[src/rtl/inst_fetch_resp_pkg.sv]
// Shared definitions for the instruction-fetch responder: state encodings,
// bus widths and the byte-lane helper used to assemble a word from bytes.
package inst_fetch_resp_pkg;

  localparam int InstAddrBus = 32;
  localparam int RegBus      = 32;
  localparam int ByteWidth   = 8;

  typedef enum logic [1:0] {
    IDLE = 2'd0,
    READ = 2'd1,
    DONE = 2'd2
  } fetch_state_t;

  // Return word with byte lane 'lane' replaced by b (lane 0 = bits 7:0).
  function automatic logic [RegBus-1:0] put_byte(
    input logic [RegBus-1:0]    word,
    input logic [1:0]           lane,
    input logic [ByteWidth-1:0] b
  );
    logic [RegBus-1:0] r;
    r = word;
    r[lane*ByteWidth +: ByteWidth] = b;
    return r;
  endfunction

endpackage

[src/rtl/inst_fetch_resp_if.sv]
// Fetch port (core side) plus byte-memory port of the fetch responder.
// The slave modport is the responder's view; master is the core/memory side.
interface inst_fetch_resp_if
  import inst_fetch_resp_pkg::*;
#(
  parameter int MEM_AW = 17
) ();

  logic                   rom_ce_i;
  logic [InstAddrBus-1:0] rom_addr_i;
  logic [RegBus-1:0]      rom_data_o;
  logic                   rom_ready_o;
  logic [MEM_AW-1:0]      mem_a_o;
  logic                   mem_rd_o;
  logic [ByteWidth-1:0]   mem_din_i;

  modport slave (
    input  rom_ce_i,
    input  rom_addr_i,
    output rom_data_o,
    output rom_ready_o,
    output mem_a_o,
    output mem_rd_o,
    input  mem_din_i
  );

  modport master (
    output rom_ce_i,
    output rom_addr_i,
    input  rom_data_o,
    input  rom_ready_o,
    input  mem_a_o,
    input  mem_rd_o,
    output mem_din_i
  );

endinterface

[src/rtl/inst_fetch_resp_rom_hit_cache.sv]
// One-entry last-word cache (valid, word-address tag, data) for the fetch
// responder; only instantiated when ROM_HIT_CACHE_EN is defined.
module inst_fetch_resp_rom_hit_cache
  import inst_fetch_resp_pkg::*;
#(
  parameter int WAW = 15
) (
  input  logic              clk,
  input  logic              rst,
  input  logic [WAW-1:0]    lookup_word,
  output logic              hit,
  output logic [RegBus-1:0] hit_data,
  input  logic              fill_en,
  input  logic [WAW-1:0]    fill_word,
  input  logic [RegBus-1:0] fill_data
);

  logic              valid_reg;
  logic [WAW-1:0]    tag_reg;
  logic [RegBus-1:0] data_reg;

  always_ff @(posedge clk or negedge rst) begin
    if (!rst) begin
      valid_reg <= 1'b0;
      tag_reg   <= '0;
      data_reg  <= '0;
    end else if (fill_en) begin
      valid_reg <= 1'b1;
      tag_reg   <= fill_word;
      data_reg  <= fill_data;
    end
  end

  assign hit      = valid_reg && (tag_reg == lookup_word);
  assign hit_data = data_reg;

endmodule

[src/rtl/inst_fetch_resp.sv]
// Instruction-fetch responder: builds a little-endian 32-bit word from four
// byte reads. Optional last-word cache enabled by defining ROM_HIT_CACHE_EN.
module inst_fetch_resp
  import inst_fetch_resp_pkg::*;
#(
  parameter int MEM_AW = 17
) (
  input  logic             clk,
  input  logic             rst,
  inst_fetch_resp_if.slave bus
);

  localparam int WAW = MEM_AW - 2;

  fetch_state_t      state_reg;
  logic [1:0]        cnt_reg;
  logic [WAW-1:0]    base_reg;
  logic [RegBus-1:0] asm_reg;
  logic [RegBus-1:0] data_reg;
  logic              ready_reg;
  logic              rd_reg;
  logic              hit_pend_reg;
  logic [MEM_AW-1:0] a_reg;

  logic [WAW-1:0]    req_word;
  logic [MEM_AW-1:0] next_addr;
  logic [RegBus-1:0] asm_next;
  logic              restart;
  logic              accept;
  logic              complete;
  logic              cache_hit;
  logic [RegBus-1:0] cache_data;
  logic              unused_addr_bits;

  assign req_word         = bus.rom_addr_i[MEM_AW-1:2];
  assign unused_addr_bits = ^{bus.rom_addr_i[InstAddrBus-1:MEM_AW], bus.rom_addr_i[1:0]};

  // Address wraps naturally at MEM_AW bits.
  assign next_addr = {base_reg, 2'b00} + MEM_AW'(cnt_reg) + MEM_AW'(1);
  assign asm_next  = put_byte(asm_reg, cnt_reg, bus.mem_din_i);

  assign restart  = (state_reg == READ) && bus.rom_ce_i && (req_word != base_reg);
  assign accept   = (((state_reg == IDLE) || (state_reg == DONE)) && bus.rom_ce_i) || restart;
  assign complete = (state_reg == READ) && bus.rom_ce_i && !restart && !hit_pend_reg
                    && (cnt_reg == 2'd3);

`ifdef ROM_HIT_CACHE_EN
  inst_fetch_resp_rom_hit_cache #(
    .WAW (WAW)
  ) u_cache (
    .clk         (clk),
    .rst         (rst),
    .lookup_word (req_word),
    .hit         (cache_hit),
    .hit_data    (cache_data),
    .fill_en     (complete),
    .fill_word   (base_reg),
    .fill_data   (asm_next)
  );
`else
  assign cache_hit  = 1'b0;
  assign cache_data = '0;
`endif

  always_ff @(posedge clk or negedge rst) begin
    if (!rst) begin
      state_reg    <= IDLE;
      cnt_reg      <= 2'd0;
      base_reg     <= '0;
      asm_reg      <= '0;
      data_reg     <= '0;
      ready_reg    <= 1'b0;
      rd_reg       <= 1'b0;
      hit_pend_reg <= 1'b0;
      a_reg        <= '0;
    end else begin
      ready_reg <= 1'b0;
      if (accept) begin
        // A hit skips memory and completes on the following edge.
        state_reg    <= READ;
        base_reg     <= req_word;
        cnt_reg      <= 2'd0;
        hit_pend_reg <= cache_hit;
        rd_reg       <= !cache_hit;
        if (!cache_hit) begin
          a_reg <= {req_word, 2'b00};
        end
      end else begin
        case (state_reg)
          IDLE, DONE: begin
            state_reg <= IDLE;
            rd_reg    <= 1'b0;
          end
          READ: begin
            if (!bus.rom_ce_i) begin
              state_reg    <= IDLE;
              rd_reg       <= 1'b0;
              hit_pend_reg <= 1'b0;
            end else if (hit_pend_reg) begin
              data_reg     <= cache_data;
              ready_reg    <= 1'b1;
              hit_pend_reg <= 1'b0;
              state_reg    <= DONE;
            end else begin
              a_reg   <= next_addr;
              rd_reg  <= (cnt_reg != 2'd3);
              asm_reg <= asm_next;
              cnt_reg <= cnt_reg + 2'd1;
              if (complete) begin
                data_reg  <= asm_next;
                ready_reg <= 1'b1;
                state_reg <= DONE;
              end
            end
          end
          default: begin
            state_reg <= IDLE;
            rd_reg    <= 1'b0;
          end
        endcase
      end
    end
  end

  assign bus.rom_data_o  = data_reg;
  assign bus.rom_ready_o = ready_reg;
  assign bus.mem_a_o     = a_reg;
  assign bus.mem_rd_o    = rd_reg;

endmodule

[src/flat_wrapper.sv]
// flat-port wrapper written by rule: the top's interface ports become plain ports
module inst_fetch_resp_flat import inst_fetch_resp_pkg::*;
#(
  parameter int MEM_AW = 17
)
  (clk, rst, bus_rom_ce_i, bus_rom_addr_i, bus_rom_data_o, bus_rom_ready_o, bus_mem_a_o, bus_mem_rd_o, bus_mem_din_i);
  inst_fetch_resp_if #(.MEM_AW(MEM_AW)) bus_i ();
  input  logic clk;
  input  logic rst;
  input wire logic [$bits(bus_i.rom_ce_i)-1:0] bus_rom_ce_i;
  input wire logic [$bits(bus_i.rom_addr_i)-1:0] bus_rom_addr_i;
  output wire logic [$bits(bus_i.rom_data_o)-1:0] bus_rom_data_o;
  output wire logic [$bits(bus_i.rom_ready_o)-1:0] bus_rom_ready_o;
  output wire logic [$bits(bus_i.mem_a_o)-1:0] bus_mem_a_o;
  output wire logic [$bits(bus_i.mem_rd_o)-1:0] bus_mem_rd_o;
  input wire logic [$bits(bus_i.mem_din_i)-1:0] bus_mem_din_i;
  assign bus_i.rom_ce_i = bus_rom_ce_i;
  assign bus_i.rom_addr_i = bus_rom_addr_i;
  assign bus_rom_data_o = bus_i.rom_data_o;
  assign bus_rom_ready_o = bus_i.rom_ready_o;
  assign bus_mem_a_o = bus_i.mem_a_o;
  assign bus_mem_rd_o = bus_i.mem_rd_o;
  assign bus_i.mem_din_i = bus_mem_din_i;
  inst_fetch_resp #(.MEM_AW(MEM_AW)) u_core (.clk(clk), .rst(rst), .bus(bus_i));
endmodule
[config.mk]
export PLATFORM = sky130hd
export DESIGN_NAME = inst_fetch_resp_flat
export DESIGN_NICKNAME = d
export VERILOG_FILES = /design/src/rtl/inst_fetch_resp_pkg.sv /design/src/rtl/inst_fetch_resp_if.sv /design/src/rtl/inst_fetch_resp_rom_hit_cache.sv /design/src/rtl/inst_fetch_resp.sv /design/src/flat_wrapper.sv
export SDC_FILE = /design/constraint.sdc
export NUM_CORES = 1
export LEC_CHECK = 0
export CAP_MARGIN = 25
export CORE_UTILIZATION = 57
export DETAILED_ROUTE_END_ITERATION = 10
export DONT_BUFFER_PORTS = 1
export GPL_TIMING_DRIVEN = 1
export PLACE_DENSITY = 0.8
export SLEW_MARGIN = 20
export SYNTH_ARGS = -nofsm -noshare
export SYNTH_HDL_FRONTEND = slang
export SYNTH_SLANG_ARGS = --single-unit
[constraint.sdc]
create_clock -name clk -period 2.01 [get_ports clk]
set_input_delay 0.603 -clock clk [delete_from_list [all_inputs] [get_ports clk]]
set_output_delay 0.603 -clock clk [all_outputs]
set_load 0.02 [all_outputs]
==> summary.md <==
| Metric | Value |
|---|---|
| # rows | `32` |
| Antenna Nets Post-Route | `0` |
| Share of power burned in registers | `about 51%` |
| Hold Crit Class | `in -> async` |
| Share of cells above drive strength 1 | `between 20% and 30%` |
| R2R depth | `7` |
| Period utilisation layout | `102%` |
| Clock Latency Late Sink | `0.36 ns` |
| Post-synthesis cell type count | `44` |
| Worst vdd ir | `0.369 mV` |
| Synth area leader | `dfrtp_1` |
| Core Footprint | `approximately 7800 um^2` |
| Total grt overflow | `0` |
| Routed wire length on met2 | `between 6000 and 7000 um` |
| TritonRoute pass-1 iters | `4` |
| Antenna fix cells | `0` |
| Arrival @ worst endpoint | `2.30 ns` |
| First-pass GRT wire length | `~17000 um` |
| Async SR Flop Fraction | `100%` |
| WL/cell | `20.6 um` |
| Hold WS | `-0.0835 ns` |
| Max Used Layer | `met4` |
| Dpl hpwl | `between 7000 and 8000 um` |
| Seq. cell area | `~2300 um^2` |
| Top FF cell, synth | `dfrtp_1` |
| RD Place Congestion | `0.851` |
| NumNets Final | `approximately 500` |
| Sw Ratio | `between 20 and 25%` |
| WS Path Type | `reg -> reg` |
| Setup Skew | `between 0.01 and 0.015 ns` |
| Violated checks | `hold timing, setup timing` |
| Clock buffer count from CTS | `9` |
| Count leader, synth | `dfrtp_1` |
| Initial antenna violation count | `0` |
| Aggregate global-route resource usage | `26.0%` |
| Die height | `~93 um` |
| Area share of the largest cell type after synthesis | `49.2%` |
| Layout area overhead | `16.8%` |
| Die W | `92.6 um` |
| Max cap viols | `0` |
| Port Buffers | `0` |
| Root buffer cell | `clkbuf_8` |
| Tmin final | `roughly 2.0 ns` |
| Drc violations | `0` |
| Clk sinks | `about 90` |
| Final WS setup | `-0.0369 ns` |
| Crit. End Element | `flop` |
| Post-synth net total | `~480` |
| H-Tree Depth | `3` |
| Syn avg cell area | `between 10 and 15 um^2` |
| Dominant cells by area after synthesis | `dfrtp_1, mux2_4, a22o_1` |
| Worst-path clk slew | `approximately 0.1 ns` |
| F_max | `slightly below 500 MHz` |
| Synth cell count leaders | `dfrtp_1, nand2_1, inv_1, a22o_1, o21ai_0` |
| CTS tree | `done` |
| Syn Std Cell Area | `4680 um^2` |
| Crit path max fanout | `5` |
| DRT iter0 DRCs | `~130` |
| Post-synth EDFFs | `0` |
| Outcome | `finished, violations left` |
| Design Power | `3880 uW` |
| Vias in the first global route | `approximately 3500` |
| Largest net degree at the start of global routing | `93` |
| Final setup viols | `8` |
| WL final | `roughly 11000 um` |
| Bufs on Longest Clock Path | `2` |
| NetSw | `about 960 uW` |
| CP required | `between 2 and 2.5 ns` |
| Leakage | `between 0.002 and 0.003 uW` |
| Filler cells | `between 500 and 600` |
| Yosys reg bits | `92` |
| Register area share after synthesis | `between 40% and 50%` |
| Routed via count | `about 3400` |
| Synth warnings | `0` |
| Initial core utilization | `59.6%` |
| Headroom to the max-slew limit | `a little under 70%` |
| Comb power frac | `around 9.1%` |
| Clock power share | `a little under 40%` |
| Io pins | `between 90 and 100` |
| Multi-input gate area | `2190 um^2` |
| Hold Violations, Final | `just over 90` |
| RSZ-0062 raised after global routing | `true` |
| Crit start category | `flop` |
| Die area | `around 8600 um^2` |
| Pwr dens | `~700 nW/um^2` |
| Metal3 WL | `approximately 680 um` |
| Mapped Cells | `429` |
| Average vias per placed instance | `a little over 6` |
| Internal | `just under 3000 uW` |
| Slew at the pin with the worst max-slew slack | `roughly 0.5 ns` |
| Final slew viol count | `0` |
| M1 WL | `4550 um` |
| Largest register FFs | `32` |
==> final timing paths <==
| path | startpoint | to | slack (ns) |
|---|---|---|---|
| setup / recovery | u_core.base_reg[14] | u_core.base_reg[14] | -0.04 |
| hold / removal | rst | u_core.bus.rom_data_o[19] | -0.08 |
| setup reg to reg | u_core.base_reg[14] | u_core.base_reg[14] | -0.04 |
| hold reg to reg | u_core.asm_reg[6] | u_core.asm_reg[6] | 0.51 |
| max in group asynchronous | rst | u_core.bus.mem_a_o[0] | 1.97 |
| min in group clk | bus_mem_din_i[3] | u_core.asm_reg[19] | 0.36 |
==> cell families after synthesis <==
family	Yosys count	synth area share, %
AOI/OAI and AO/OA	92	15.4
xor gates and xnor gates	29	5.43
and+or+nand+nor	101	11.3
buffers and inverters	78	7.81
muxes	32	9.62
DFF	92	49.2
adders and majority gates	5	1.34
==> layer usage <==
layer  vias up  track usage, %
met5         -               0
met4         0            8.59
met3        19            5.25
met2       126            45.7
met1      1699            31.7
li1       1512               -
==> critical path, cell delays in order, from the launching register on <==
cell and delay [ns]:
dfrtp_1 0.44, xor2_1 0.23, nor3_2 0.31, nand4_4 0.13, buf_6 0.16, o21ai_4 0.17, buf_4 0.16, mux2_2 0.34
==> cells in the final DEF (no fill, tap or decap), types with 2 or more instances in the layout <==
cell,count
nor4_4,2
and2_1,2
o221ai_2,3
nand2_4,2
o211ai_1,8
inv_1,36
nand2_1,51
or2_1,2
nor4_1,3
dfrtp_1,90
dfrtp_2,2
xor2_1,17
o311ai_1,3
xnor2_1,12
o221ai_1,3
bufinv_16,3
o21a_1,2
o311ai_2,4
and3_1,2
a21bo_2,7
nor4_2,2
a22o_1,32
nand4_1,2
mux2_4,31
clkbuf_8,9
inv_6,2
clkbuf_16,2
buf_4,41
nor3_1,4
nor2_1,3
nand3_1,7
or3_1,2
ha_1,4
buf_6,8
o21ai_0,27
and2_2,4
==> power by group through the flow <==
stage               logic [uW]  registers [uW]  clock network [uW]
floorplan                  230            2020                   0
detailed placement         308            2020                   0
global route               381            1990                1630
CTS                        315            1990                1540
finish                     352            1990                1540
global placement           297            2020                   0
==> cell type report <==
cell class | instances | area share, %
repair buffers | 52 | 8.56
clock inverters | 6 | 2.17
well taps | 102 | 2.33
clock buffers | 9 | 2.27
multi-input cells | 259 | 40.0
flip-flops and latches | 92 | 42.2
inverters | 36 | 2.47
==> timing repair <==
item                                    CTS  global route
pin swaps                                 2             3
gates cloned                              0             3
gates resized for setup                   6            33
endpoints found under the setup margin   68            86
setup buffers                             1             3
hold endpoints to repair                 92            92
==> metrics by stage <==
step	utilization, %	setup TNS [ns]	area (um^2)	setup slack, ns	cells
4_1_cts	66.9	-0.00107	5250	-0.00107	550
6_report	69.7	-0.173	5470	-0.0369	556
2_1_floorplan	-	-1.24	4750	-0.0452	429
3_5_place_dp	63.4	-20.14	4970	-0.353	534
5_1_grt	69.7	-3.02	5470	-0.124	556
3_3_place_gp	63.4	-15.57	4970	-0.291	534
Note: power is estimated with default switching activity, not from simulation.
